[config.mk]
export PLATFORM = sky130hd
export DESIGN_NAME = out_demux_ms
export DESIGN_NICKNAME = d
export VERILOG_FILES = /design/src/rtl/out_demux_ms.sv
export SDC_FILE = /design/constraint.sdc
export NUM_CORES = 1
export LEC_CHECK = 0
export BUFFER_PORTS_ARGS = -buffer_cell sky130_fd_sc_hd__buf_4
export CAP_MARGIN = 20
export CORE_ASPECT_RATIO = 0.9
export CORE_UTILIZATION = 45
export CTS_BUF_LIST = sky130_fd_sc_hd__clkbuf_4 sky130_fd_sc_hd__clkbuf_8 sky130_fd_sc_hd__clkbuf_16
export DETAILED_ROUTE_END_ITERATION = 7
export PLACE_DENSITY = 0.68
export SLEW_MARGIN = 0
export SYNTH_ARGS = -nofsm -noshare
export SYNTH_HDL_FRONTEND = slang
export SYNTH_SLANG_ARGS = --single-unit
[constraint.sdc]
create_clock -name clk -period 8.75 [get_ports clk]
set_input_delay 0.875 -clock clk [delete_from_list [all_inputs] [get_ports clk]]
set_output_delay 0.875 -clock clk [all_outputs]
set_load 0.005 [all_outputs]
[src/rtl/out_demux_ms.sv]
// Output demultiplexer for top_ms: steers tagged pixels into two per-flow FWFT FIFOs and pulses done per SIZE x SIZE block.
// Optional latency statistics (lat_first / lat_total) are built when OUT_DEMUX_STATS_EN is defined.
module out_demux_ms #(
    parameter int DEPTH = 16,
    parameter int FLUX  = 2
) (
    input  logic                   clk,
    input  logic                   rst,
    input  logic [8:0]             in_din,
    input  logic                   in_write,
    output logic [FLUX-1:0]        in_full,
    input  logic [7:0]             size_din,
    input  logic                   size_write,
    output logic [7:0]             out0_dout,
    output logic                   out0_valid,
    input  logic                   out0_ready,
    output logic [7:0]             out1_dout,
    output logic                   out1_valid,
    input  logic                   out1_ready,
    output logic [FLUX-1:0]        done,
    output logic                   err
`ifdef OUT_DEMUX_STATS_EN
    ,
    output logic [FLUX-1:0][31:0]  lat_first,
    output logic [FLUX-1:0][31:0]  lat_total
`endif
);

    localparam int AW = $clog2(DEPTH);
    localparam logic [AW:0] FULL_CNT = (AW+1)'(DEPTH);

    typedef enum logic [1:0] {IDLE, ARMED, RUN} state_t;

    state_t          state     [FLUX];
    state_t          state_nxt [FLUX];
    logic [7:0]      mem       [FLUX][DEPTH];
    logic [AW-1:0]   wptr      [FLUX];
    logic [AW-1:0]   rptr      [FLUX];
    logic [AW:0]     count     [FLUX];
    logic [12:0]     target    [FLUX];
    logic [12:0]     pop_cnt   [FLUX];

    logic [FLUX-1:0] wr_sel, sz_sel, ready;
    logic [FLUX-1:0] idle, full, valid, push, pop, arm, finish;
    logic [6:0]      size;
    logic [12:0]     size_sq;
    logic            err_set;

    assign size    = size_din[6:0];
    assign size_sq = {6'd0, size} * {6'd0, size};
    assign wr_sel  = {in_write & in_din[8], in_write & ~in_din[8]};
    assign sz_sel  = {size_write & size_din[7], size_write & ~size_din[7]};
    assign ready   = {out1_ready, out0_ready};

    // Writes are only accepted while the flow is armed or running; pops are free-running on valid/ready.
    for (genvar g = 0; g < FLUX; g++) begin : g_flow
        assign idle[g]   = (state[g] == IDLE);
        assign full[g]   = (count[g] == FULL_CNT);
        assign valid[g]  = (count[g] != '0);
        assign push[g]   = wr_sel[g] & ~full[g] & ~idle[g];
        assign pop[g]    = valid[g] & ready[g];
        assign arm[g]    = sz_sel[g] & idle[g] & (size != 7'd0);
        assign finish[g] = (state[g] == RUN) & pop[g] & ((pop_cnt[g] + 13'd1) == target[g]);
    end

    assign err_set = (|(wr_sel & (full | idle))) | (|(sz_sel & ~idle)) | (size_write & (size == 7'd0));

    always_comb begin
        for (int f = 0; f < FLUX; f++) begin
            state_nxt[f] = state[f];
            unique case (state[f])
                IDLE:    if (arm[f])    state_nxt[f] = ARMED;
                ARMED:   if (push[f])   state_nxt[f] = RUN;
                RUN:     if (finish[f]) state_nxt[f] = IDLE;
                default:                state_nxt[f] = IDLE;
            endcase
        end
    end

    always_ff @(posedge clk) begin
        if (rst) begin
            for (int f = 0; f < FLUX; f++) begin
                state[f]   <= IDLE;
                wptr[f]    <= '0;
                rptr[f]    <= '0;
                count[f]   <= '0;
                target[f]  <= '0;
                pop_cnt[f] <= '0;
            end
            done <= '0;
            err  <= 1'b0;
        end else begin
            for (int f = 0; f < FLUX; f++) begin
                state[f] <= state_nxt[f];
                if (push[f]) wptr[f] <= wptr[f] + 1'b1;
                if (pop[f])  rptr[f] <= rptr[f] + 1'b1;
                if (push[f] && !pop[f])      count[f] <= count[f] + 1'b1;
                else if (!push[f] && pop[f]) count[f] <= count[f] - 1'b1;
                if (arm[f]) target[f] <= size_sq;
                if (finish[f])                         pop_cnt[f] <= '0;
                else if (pop[f] && state[f] == RUN)    pop_cnt[f] <= pop_cnt[f] + 13'd1;
            end
            done <= finish;
            err  <= err | err_set;
        end
    end

    // Storage is not reset; valid gates dout so stale contents never reach the ports.
    always_ff @(posedge clk) begin
        for (int f = 0; f < FLUX; f++) begin
            if (push[f]) mem[f][wptr[f]] <= in_din[7:0];
        end
    end

    assign in_full    = full;
    assign out0_valid = valid[0];
    assign out1_valid = valid[1];
    assign out0_dout  = valid[0] ? mem[0][rptr[0]] : 8'd0;
    assign out1_dout  = valid[1] ? mem[1][rptr[1]] : 8'd0;

`ifdef OUT_DEMUX_STATS_EN
    logic [31:0] cyc [FLUX];

    // cyc reads 0 in the cycle after arming, so a capture at a pop edge equals cycles elapsed minus one.
    always_ff @(posedge clk) begin
        if (rst) begin
            for (int f = 0; f < FLUX; f++) begin
                cyc[f]       <= '0;
                lat_first[f] <= '0;
                lat_total[f] <= '0;
            end
        end else begin
            for (int f = 0; f < FLUX; f++) begin
                if (arm[f]) begin
                    cyc[f]       <= '0;
                    lat_first[f] <= '0;
                    lat_total[f] <= '0;
                end else begin
                    if (!idle[f]) cyc[f] <= cyc[f] + 32'd1;
                    if (pop[f] && state[f] == RUN && pop_cnt[f] == 13'd0) lat_first[f] <= cyc[f];
                    if (finish[f]) lat_total[f] <= cyc[f];
                end
            end
        end
    end
`endif

endmodule

# [Word level (Yosys, flattened, before mapping)]
# Memories as Yosys holds them, arrays and structs flattened.
# Cells that the tools add are included.
# Widths: inputs -> output; s select.
[op_classes] eq_ne=8 add_sub_neg=10 reduce_logical=21 n_mux=90 order_cmp=6 bitwise_logic=52 mul=1
[op_table] cell="$mux 128" count=4
[op_table] cell="$reduce_or 128->1" count=1
[op_table] cell="$mux 13" count=6
[op_table] cell="$bmux 8 s4" count=2
[op_table] cell="$demux 8 s4" count=2
[op_table] cell="$mux 8" count=8
[op_table] cell="$mux 1" count=50
[op_table] cell="$add 13x1->13 const B" count=2
[op_table] cell="$eq 13x13->1" count=2
[op_table] cell="$ge 5x5->1 const B" count=4
[op_table] cell="$mux 5" count=4
[op_table] cell="$not 4->5" count=4
[op_table] cell="$and 1x1->1" count=19
[op_table] cell="$or 1x1->1" count=19
[op_table] cell="$add 4x1->4 const B" count=4
[op_table] cell="$mux 2" count=8
[op_table] cell="$mux 4" count=4
[op_table] cell="$mul 7x7->13" count=1
[op_table] cell="$pmux 2 s3" count=2
[op_table] cell="$add 5x1->5 const B" count=2
[op_table] cell="$eq 5x5->1 const B" count=2
[op_table] cell="$lt 5x1->1 const B" count=2
[op_table] cell="$reduce_bool 5->1" count=2
[op_table] cell="$sub 5x1->5 const B" count=2
[op_table] cell="12 further kinds" count=32
[totals] output_inout_bits=23 ff_bits=3 in_bits=23 ramBits=338 memories=7 elab_cells=197
[memory_table] memory="mem" words=2 word_bits=128 read_ports=2 rd_clocked_by_memory_dff=0 wr=1 line_no="36" rtl="logic [7:0] mem [FLUX][DEPTH];"
[memory_table] memory="pop_cnt" words=2 word_bits=13 read_ports=2 rd_clocked_by_memory_dff=0 wr=2 line_no="41" rtl="logic [12:0] pop_cnt [FLUX];"
[memory_table] memory="target" words=2 word_bits=13 read_ports=2 rd_clocked_by_memory_dff=0 wr=2 line_no="40" rtl="logic [12:0] target [FLUX];"
[memory_table] memory="count" words=2 word_bits=5 read_ports=2 rd_clocked_by_memory_dff=0 wr=2 line_no="39" rtl="logic [AW:0] count [FLUX];"
[memory_table] memory="rptr" words=2 word_bits=4 read_ports=2 rd_clocked_by_memory_dff=0 wr=2 line_no="38" rtl="logic [AW-1:0] rptr [FLUX];"
[memory_table] memory="wptr" words=2 word_bits=4 read_ports=2 rd_clocked_by_memory_dff=0 wr=2 line_no="37" rtl="logic [AW-1:0] wptr [FLUX];"
[memory_table] memory="1 more memories"

# [Depth between registers and ports, before layout]
[depth] depth_word=11 ltp_mapped=17 depth_no_buf=16

# [Worst setup path before layout]
# Ideal clock, no wire load.
[synth_timing] path_type="input port to flip-flop" startpoint="in size_din[0]" endpoint="mem target[0][12] (data pin)" arrival_time_ns=4.500 path_buffers=1 setup_slack_ns=4.078 path_stages=17 cell_sequence="clkbuf_1 > nand2_1 > xor2_1 > ha_1 > inv_1 > fa_1 > inv_1 > fa_1 > inv_1 > fa_1 > inv_1 > ha_1 > o21ai_0 > o21ai_0 > nand4_1 > and3_1 > nor3_1"
[synth_lines] item="from (decl)" line_no="12" rtl="input logic [7:0] size_din,"
[synth_lines] item="to (decl)" line_no="40"

==> impl_summary.txt <==
----------------------------------------------------
[Synthesis]
  Part of the Yosys area used for sequential elements ... 63.1%
  Predominant post-synthesis flop cell ... edfxtp_1
  Syn_area_per_cell ... 15.5 um^2
  Post-synthesis adder-cell area fraction ... 4.87%
  Share of flip-flops with an asynchronous set or reset after synthesis ... 0%
  Area of the mapped netlist ... 16,000 um^2
  Number of unique standard cell types used by synthesis ... 66
  Number of warnings reported in the yosys synthesis log ... 0
  Largest family of logic cells by synthesized area ... multiplexers
  Count of flip-flops with a built-in enable after synthesis ... 332
  Number of synthesized register bits ... 339
  Post-synthesis share of cell area spent on xor and xnor gates ... 4.19%
  Area fraction in and, or, nand and nor cells after synthesis ... 10.1%
  Synth Area in Compound Gates ... 3.69%
  Mapped Cells ... 1,036
  Net Count, Synth ... 1,113
  Multiplexer fraction of the synthesized cell area ... 11.8%

[Cells and area]
  Ratio of cells with drive above 1 in the final layout ... 20.2%
  Final non-filler cell area ... 18,100 um^2
  Final cell count without fillers ... 1,587
  Antenna diode count ... 0
  Layout Area Growth over Synthesis ... 13.2%
  Final net count ... 1,168

[CTS]
  Clock Pin Slew Worst Setup and Hold Paths ... 0.06 ns
  Post-CTS setup-driven buffer insertion count ... 0
  Clock tree from TritonCTS ... done
  CTS H-Tree Depth ... 2
  Maximum clock insertion buffer count ... 3
  Number of buffers added by the clock tree synthesis step ... 37
  Clock tree root buffer cell ... clkbuf_16
  Post-cts sizing count ... 0
  Number of buffers inserted for hold repair after clock tree synthesis ... 0
  Number of sinks handled by clock tree synthesis ... 339
  Worst-Skew Late Latency ... 0.54 ns

[Critical path]
  R2R setup slack ... 5.39 ns
  Critical path capture point type ... register
  CP required ... 9.08 ns
  Endpoint arrival time on the critical path ... 4.69 ns
  Worst Path Class, Setup ... primary input to register
  Nature of the critical path startpoint ... primary input
  Worst-path fanout max ... 11

[STA]
  Min Tclk post-route ... 4.36 ns
  Setup TNS after final layout ... 0 ns
  Final setup violation count ... 0
  Worst Tran Pin Value ... 1.03 ns
  Maximum operating frequency ... 229 MHz
  Max-slew violations ... 0
  Fin crit share ... 49.8%
  Hold Violations, Final ... 0
  Max transition margin ... 31.2%
  Unrepaired setup endpoints after global routing ... false
  Post-Route Skew ... 0.0208 ns

[Drt]
  Wire length per cell after detailed routing ... 21.0 um
  Remaining antenna violation count ... 0
  Post-Route WL ... 33,300 um
  Drt initial violations ... 665
  Drt drc ... 0
  Via count ... 8,961
  Vias per std cell ... 5.65
  Initial DRT Pass Iterations ... 5

[Die]
  Starting utilization of the core area ... 45.7%
  Die height ... 181 um
  Floorplan die area ... 36,400 um^2
  Die Width ... 201 um
  Placeable Area ... 35,100 um^2
  Number of primary I/O pins ... 46
  # rows ... 65

[Power and ir drop]
  PD cells ... 238 nW/um^2
  Post-layout power ... 4320 uW
  Static Leak ... 0.00612 uW
  Worst-case vdd ir drop ... 0.136 mV

[Global route]
  Global-route total usage across every layer ... 18.5%
  Total global routing overflow ... 0
  Maximum number of pins on one net before global-route repair ... 36
  Number of antenna violations at the first check in global routing ... 0
  First-pass GRT wire length ... 51,300 um
  Via count of the first global-routing pass ... 8,847

[Placed design]
  Number of placed instances with taps included ... 1,521
  Total of buffers placed on input and output ports ... 45
  Final Wtd Congestion ... 0.903
  HPWL reported at the end of detailed placement ... 21,500 um
  Cell area reported after detailed placement ... 16,900 um^2

[Job]
  Max-capacitance violation count ... 0

[Run status]
  Run status ... completed

[Min path]
  Type of the worst min-delay path ... register to register

----------------------------------------------------
==> placed cells by master (no fill, tap or decap), types with 3 or more instances in the layout <==
cell type and instances:
a211oi_1 3, a21o_1 6, a21oi_1 20, a32oi_1 3, and2_1 22, and3_1 9, and4_1 3, buf_4 62
bufinv_16 4, clkbuf_16 38, clkbuf_4 5, clkinv_1 3, clkinv_2 8, clkinvlp_4 5, dfxtp_1 7, edfxtp_1 332
fa_1 14, ha_1 40, inv_1 49, mux2i_1 7, mux4_2 80, nand2_1 39, nand2b_1 14, nand3_1 20
nand4_1 13, nor2_1 82, nor2b_1 21, nor3_1 46, nor3b_1 5, nor4_1 7, o2111ai_1 3, o21ai_0 16
o21bai_1 6, o22ai_1 4, or2_2 7, or3_1 5, or4_1 3, xnor2_1 40, xnor3_1 4, xor2_1 21
==> synthesized netlist by cell type (9+ instances only) <==
cell type | count | area [um^2]
ha_1 | 40 | 500
buf_1 | 11 | 41.3
and3_1 | 9 | 56.3
edfxtp_1 | 332 | 9970
inv_1 | 49 | 184
nand2b_1 | 14 | 87.6
nand2_1 | 39 | 146
clkbuf_1 | 29 | 109
nand4_1 | 13 | 81.3
nor3_1 | 46 | 230
xor2_1 | 21 | 184
xnor2_1 | 40 | 350
nor2_1 | 82 | 308
and2_1 | 22 | 138
a21oi_1 | 20 | 100
mux4_2 | 80 | 1800
nor2b_1 | 21 | 131
nand3_1 | 20 | 100
fa_1 | 14 | 280
o21ai_0 | 16 | 80.1
==> through the flow <==
step	utilization [%]	hold slack (ns)	setup slack (ns)
after floorplan	-	0.444	4.08
after global placement	48.2	0.466	3.97
after detailed placement	48.2	0.492	3.90
after CTS	51.7	0.500	4.39
after global routing	51.7	0.515	4.10
final	51.7	0.494	4.39
==> cell families (layout without fill, tap and decap cells) <==
kind of cell,count (synthesis),in the layout
fa+ha+maj,54,54
mux,88,88
buf+inv,95,177
xor+xnor,67,67
simple gates,308,308
compound gates,85,85
flops,339,339
==> routing by layer <==
| layer | global-route usage, % | routed length [um] |
|---|---|---|
| met4 | 5.07 | 694 |
| met5 | 0 | 0 |
| met2 | 29.3 | 15900 |
| met3 | 2.65 | 1510 |
| met1 | 26.7 | 15200 |
==> registers in the layout, indices dropped and copies added, names as in the netlist <==
name	flops
done	2
count	10
mem	256
pop_cnt	26
target	24
err	1
rptr	8
state	4
wptr	8
==> final cells by class <==
type                    count  area [um^2]
repair buffers             62          465
flip-flops and latches    339        10100
fillers                  2871        16900
multi-input cells         602         5540
clock inverters            23          254
clock buffers              43          988
well taps                 469          587
inverters                  49          184
==> worst paths after layout <==
path	from	end	cells past startpoint
worst min-delay path	state[0][3]$_SDFFE_PP0P_	state[0][2]$_SDFFE_PP0P_	1
worst min register to register	state[0][3]$_SDFFE_PP0P_	state[0][2]$_SDFFE_PP0P_	1
worst max-delay path	size_din[0]	target[0][25]$_DFFE_PP_	17
worst max register to register	pop_cnt[1][4]$_SDFFCE_PN0P_	pop_cnt[1][5]$_SDFFCE_PN0P_	7
==> worst max-delay path: stages <==
cell	delay [ns]
buf_4	0.14
nand2_1	0.11
xor2_1	0.18
ha_1	0.29
inv_1	0.06
fa_1	0.52
inv_1	0.05
fa_1	0.52
inv_1	0.05
fa_1	0.53
inv_1	0.04
ha_1	0.34
o21ai_0	0.13
o21ai_0	0.30
nand4_1	0.15
and3_1	0.18
nor3_1	0.21
==> where the power goes <==
group	internal, uW	switching (uW)	leakage [uW]
Sequential	1850	78.4	0.00316
Clock	938	643	0.000605
Combinational	411	403	0.00235
(Power assumes the default switching activity.)
